===== config.mk =====
export PLATFORM = sky130hd
export DESIGN_NAME = stepgen_sched
export DESIGN_NICKNAME = d
export VERILOG_FILES = /design/src/rtl/stepgen_sched.sv
export SDC_FILE = /design/constraint.sdc
export NUM_CORES = 1
export LEC_CHECK = 0
export ABC_AREA = 1
export CAP_MARGIN = 15
export CORE_ASPECT_RATIO = 1.75
export CORE_MARGIN = 3
export CORE_UTILIZATION = 50
export DETAILED_ROUTE_END_ITERATION = 8
export GPL_TIMING_DRIVEN = 0
export PLACE_DENSITY = 0.75
export REMOVE_ABC_BUFFERS = 1
export SYNTH_ARGS = -nofsm -noshare
export SYNTH_HDL_FRONTEND = slang
export SYNTH_SLANG_ARGS = --single-unit
export TNS_END_PERCENT = 30

===== constraint.sdc =====
create_clock -name clk -period 2.22 [get_ports clk]
set_input_delay 0.555 -clock clk [delete_from_list [all_inputs] [get_ports clk]]
set_output_delay 0.555 -clock clk [all_outputs]
set_load 0.005 [all_outputs]

===== src/rtl/stepgen_sched.sv =====
`default_nettype none
// stepgen_sched: shadow/active register bank, shared step_enable prescaler and commit watchdog
// for a bank of stepgen channels. Revision 1.0
module stepgen_sched #(
  parameter int N   = 4,
  parameter int F   = 10,
  parameter int T   = 5,
  parameter int DIV = 4,
  parameter int WDW = 16,
  parameter int AW  = 3,
  parameter logic [T-1:0] DIRTIME_DEF  = 5'd10,
  parameter logic [T-1:0] STEPTIME_DEF = 5'd10
) (
  input  logic                 clk,
  input  logic                 reset,
  input  logic                 arm,
  input  logic                 wr_en,
  input  logic [AW-1:0]        wr_addr,
  input  logic [31:0]          wr_data,
  input  logic                 commit,
  output logic [N*(F+1)-1:0]   velocity,
  output logic [T-1:0]         dirtime,
  output logic [T-1:0]         steptime,
  output logic                 step_enable,
  output logic                 commit_ack,
  output logic                 wd_fault,
  output logic [1:0]           state
);

  localparam logic [1:0] S_IDLE  = 2'd0;
  localparam logic [1:0] S_RUN   = 2'd1;
  localparam logic [1:0] S_FAULT = 2'd2;

  localparam int PW = $clog2(DIV);
  localparam logic [PW-1:0] CNT_LAST = PW'(DIV - 1);
  localparam logic [AW-1:0] ADDR_DIR  = AW'(N);
  localparam logic [AW-1:0] ADDR_STEP = AW'(N + 1);
  localparam logic [AW-1:0] ADDR_WD   = AW'(N + 2);

  logic [1:0]          state_q, state_d;
  logic [PW-1:0]       cnt_q, cnt_d;
  logic                pend_q, pend_d;
  logic [WDW-1:0]      wd_q, wd_d;
  logic [WDW-1:0]      wd_rl_q, wd_rl_d;
  logic [N-1:0][F:0]   vel_sh_q, vel_sh_d;
  logic [N-1:0][F:0]   vel_act_q, vel_act_d;
  logic [T-1:0]        dir_sh_q, dir_sh_d, dir_act_q, dir_act_d;
  logic [T-1:0]        step_sh_q, step_sh_d, step_act_q, step_act_d;
  logic                se_q, se_d;
  logic                ack_q, ack_d;
  logic                w_tick;
  logic                w_unused_data;

  assign w_unused_data = ^wr_data;
  assign w_tick = ((state_q == S_RUN) || (state_q == S_FAULT)) && (cnt_q == CNT_LAST);

  always_comb begin
    state_d    = state_q;
    cnt_d      = cnt_q;
    pend_d     = pend_q;
    wd_d       = wd_q;
    wd_rl_d    = wd_rl_q;
    vel_sh_d   = vel_sh_q;
    vel_act_d  = vel_act_q;
    dir_sh_d   = dir_sh_q;
    dir_act_d  = dir_act_q;
    step_sh_d  = step_sh_q;
    step_act_d = step_act_q;
    se_d       = w_tick;
    ack_d      = 1'b0;

    // Shadow writes land in _d only; a same-cycle load still copies the _q values.
    if (wr_en) begin
      for (int i = 0; i < N; i++) begin
        if (wr_addr == AW'(i)) vel_sh_d[i] = wr_data[F:0];
      end
      if (wr_addr == ADDR_DIR)  dir_sh_d  = wr_data[T-1:0];
      if (wr_addr == ADDR_STEP) step_sh_d = wr_data[T-1:0];
      if (wr_addr == ADDR_WD)   wd_rl_d   = wr_data[WDW-1:0];
    end

    if (!arm) begin
      state_d   = S_IDLE;
      cnt_d     = '0;
      pend_d    = 1'b0;
      vel_act_d = '0;
      se_d      = 1'b0;
    end else begin
      case (state_q)
        S_IDLE: begin
          state_d = S_RUN;
          wd_d    = wd_rl_q;
        end
        S_RUN: begin
          cnt_d = w_tick ? '0 : cnt_q + 1'b1;
          if (w_tick && pend_q) begin
            vel_act_d  = vel_sh_q;
            dir_act_d  = dir_sh_q;
            step_act_d = step_sh_q;
            pend_d     = commit;
            wd_d       = wd_rl_q;
            ack_d      = 1'b1;
          end else begin
            if (commit) pend_d = 1'b1;
            if (w_tick && (wd_rl_q != '0) && (wd_q != '0)) begin
              wd_d = wd_q - 1'b1;
              if (wd_q == WDW'(1)) begin
                state_d   = S_FAULT;
                vel_act_d = '0;
                pend_d    = 1'b0;
              end
            end
          end
        end
        S_FAULT: begin
          cnt_d     = w_tick ? '0 : cnt_q + 1'b1;
          pend_d    = 1'b0;
          vel_act_d = '0;
        end
        default: begin
          state_d   = S_IDLE;
          cnt_d     = '0;
          pend_d    = 1'b0;
          vel_act_d = '0;
          se_d      = 1'b0;
        end
      endcase
    end
  end

  always_ff @(posedge clk or negedge reset) begin
    if (!reset) begin
      state_q    <= S_IDLE;
      cnt_q      <= '0;
      pend_q     <= 1'b0;
      wd_q       <= '0;
      wd_rl_q    <= '0;
      vel_sh_q   <= '0;
      vel_act_q  <= '0;
      dir_sh_q   <= DIRTIME_DEF;
      dir_act_q  <= DIRTIME_DEF;
      step_sh_q  <= STEPTIME_DEF;
      step_act_q <= STEPTIME_DEF;
      se_q       <= 1'b0;
      ack_q      <= 1'b0;
    end else begin
      state_q    <= state_d;
      cnt_q      <= cnt_d;
      pend_q     <= pend_d;
      wd_q       <= wd_d;
      wd_rl_q    <= wd_rl_d;
      vel_sh_q   <= vel_sh_d;
      vel_act_q  <= vel_act_d;
      dir_sh_q   <= dir_sh_d;
      dir_act_q  <= dir_act_d;
      step_sh_q  <= step_sh_d;
      step_act_q <= step_act_d;
      se_q       <= se_d;
      ack_q      <= ack_d;
    end
  end

  assign velocity    = vel_act_q;
  assign dirtime     = dir_act_q;
  assign steptime    = step_act_q;
  assign step_enable = se_q;
  assign commit_ack  = ack_q;
  assign wd_fault    = (state_q == S_FAULT);
  assign state       = state_q;

endmodule
`default_nettype wire


==> impl_metrics.yaml <==
critical_path:
  path_max_fanout: 5
  crit_type: "reg2out"
  endpoint_kind: "output port"
  crit_required_ps: 1660
  worstSetupStartpointType: "flop"
  worstPathArrival_ps: 1600
final_layout:
  nets: 841
  final_area_sq_mm: 0.008075
  nFillCells: 962
  diodes: 0
  layout_commonest_cell: "nand2_1"
  syn_to_final_growth_pct: 27.10
  final_cell_mix: "nand2_1, dfrtp_1, o21ai_0, clkdlybuf4s50_1, nand4_1"
  drive_gt1_share_pct: 9.429
placed_design:
  io_buffer_count: 82
  gp_congestion: 0.9140
  dpl_cell_area_sq_mm: 0.007291
  hpwlAfterDp_um: 10160
global_route:
  grt_max_degree: 92
  grt_use_total_pct: 23.65
  antenna_found_initial: 0
  grt_pass1_wl_um: 26740
  grt_pass1_vias: 5566
  overflow: 0
sta:
  hold_viol: 0
  holdWs_ps: 101.9
  fin_setup_tns_ps: 0
  fin_crit_sh_pct: 97.02
  drv_slew: 0
  rsz0062_at_grt: "true"
  setup_viol: 0
  period_needed_ps: 2154
  worstMarginPinSlew_ps: 939.6
  max_freq_mhz: 464.3
  slew_headroom_pct: 37.21
  finalClockSkew_ps: 10.34
synthesis:
  synth_warnings: 0
  synth-seq-cells: 147
  syn_avg_cell_area_sq_um: 8.849
  syn_inst: 718
  syn-cell-area_sq_mm: 0.006354
  yosysSeqAreaShare_pct: 58.05
  synth_cell_types: 33
clock_network:
  cts_tree: "done"
  cts_inserted_buffers: 17
  clock_sinks: 147
  htreeDepth: 4
  cts_buffer_depth: 2
  clockRootBuffer: "clkbuf_16"
  clock_latency_ps: 420
  path_clk_slew_ps: 60
  ctsHoldBuffers: 0
power_and_ir_drop:
  leakagePower_nw: 3.929
  total_power_mw: 8.933
  power.density_mw_per_mm2: 1106
  ir_worst_vdd_mv: 0.6240
die:
  ioPinCount: 99
  die_h_um: 155.1
  die_area_sq_mm: 0.01415
  initial_utilization_pct: 52.07
  core_area_sq_mm: 0.01220
  num_rows: 53
  die_x_um: 91.21
detailed_routing:
  drt-initial-drc-count: 384
  first_pass_iters: 6
  wire_per_inst_um: 17.18
  drt-total-wl_um: 16680
  vias_per_cell: 5.592
  num_vias: 5430
  drcViolationCount: 0
  postRouteAntennaNets: 0
job:
  cap_viol_max_count: 0
hold_path:
  hold_path_class: "in2async"
run_status:
  status: "complete, no violations"
-- worst max-delay path: stages (launching register included) --
cell             delay (ps)
dfrtp_2                 430
inv_1                    90
ha_1                    170
clkdlybuf4s50_1         500
-- where the power goes --
part / switching [mW] / internal [mW] / leakage [nW]
registers: 0.347 / 3.10 / 1.91
clock network: 1.17 / 1.94 / 0.303
logic: 1.62 / 0.770 / 1.72
total: 3.13 / 5.80 / 3.93
-- cells in the mapped netlist --
master,n,area (sq um)
nand2_1,259,972.2
dfrtp_1,139,3478
o21ai_0,84,420.4
nand4_1,50,312.8
nor2_1,39,146.4
inv_1,36,135.1
clkbuf_1,25,93.84
nand3_1,20,100.1
dfstp_2,8,210.2
ha_1,8,100.1
o21ai_1,7,35.03
buf_6,4,45.04
mux2_2,4,45.04
buf_2,3,15.01
mux2i_1,3,30.03
nand2_2,3,18.77
nor2_2,3,18.77
xnor2_1,3,26.28
a21oi_1,2,10.01
buf_4,2,15.01
inv_2,2,7.510
nand3_2,2,20.02
or2_2,2,12.51
clkinv_1,1,3.750
nand2_4,1,11.26
nand3_4,1,17.52
nand3b_1,1,7.510
nor2_4,1,11.26
nor3_1,1,5.000
o21a_1,1,7.510
o22ai_1,1,6.260
or2_0,1,6.260
xor2_1,1,8.760
-- timing repair --
action	4_1_cts	5_1_grt
setup buffers	0	1
pin swaps	1	3
gates cloned	1	3
setup endpoints to repair	73	68
hold endpoints to repair	0	0
gates resized for setup	12	11
-- metrics by stage --
step	worst slack, ps	util (%)	instances
after floorplan	-172.6	-	684
after global placement	-5053	59.11	931
after detailed placement	-801.6	59.75	934
after CTS	7.588	65.41	967
after global routing	-46.39	66.18	971
final	66.16	66.18	971
-- path summary, 6_finish.rpt --
| path | from | endpoint | slack, ps | cells past startpoint |
|---|---|---|---|---|
| worst max register to register | state[1]$_DFFE_PN0P_ | velocity[34]$_DFFE_PN0P_ | 130 | 8 |
| min in group clk | dirtime[1]$_DFFE_PN1P_ | dirtime[1]$_DFFE_PN1P_ | 470 | 2 |
| worst max-delay path | state[0]$_DFFE_PN0P_ | wd_fault | 70 | 3 |
| worst min register to register | dirtime[1]$_DFFE_PN1P_ | dirtime[1]$_DFFE_PN1P_ | 470 | 2 |
| worst min-delay path | reset | commit_ack$_DFF_PN0_ | 100 | 1 |
| max in group asynchronous | reset | vel_sh_q[18]$_DFFE_PN0P_ | 1300 | 2 |
-- routing by layer --
metal	share of wire, %	GRT usage, %	vias to the layer above
met5	0	0	-
met4	3.8	11.94	0
met3	5.9	4.403	64
met2	53	41.60	229
met1	37	27.39	2641
li1	-	-	2496
-- layout make-up --
| type | count | area (sq um) | area share [%] |
|---|---|---|---|
| well taps | 165 | 206.4 | 2.557 |
| repair buffers | 86 | 904.6 | 11.20 |
| clock inverters | 13 | 197.7 | 2.448 |
| clock buffers | 19 | 442.9 | 5.485 |
| flip-flops and latches | 147 | 3690 | 45.69 |
| multi-input cells | 502 | 2466 | 30.54 |
| inverters | 39 | 167.7 | 2.076 |
-- cells by family (layout without fill, tap and decap cells) --
logic type               Yosys count  after routing  synth area share (%)
buffers and inverters             73            157                 4.962
flip-flops                       147            147                 58.05
multiplexers                       7              7                 1.182
AO/OA/AOI/OAI                     95             95                 7.542
AND/OR/NAND/NOR                  384            388                 26.13
adder cells (fa/ha/maj)            8              8                 1.575
XOR/XNOR                           4              4                0.5515
-- sequential cells by signal, summed over array words and instances, names as in the netlist --
register	flops
commit_ack	1
velocity	44
dirtime	5
pend_q	1
vel_sh_q	44
cnt_q	2
state	2
wd_q	16
steptime	5
step_sh_q	5
dir_sh_q	5
wd_rl_q	16
step_enable	1
No activity file was read; power rests on OpenSTA's default activity.
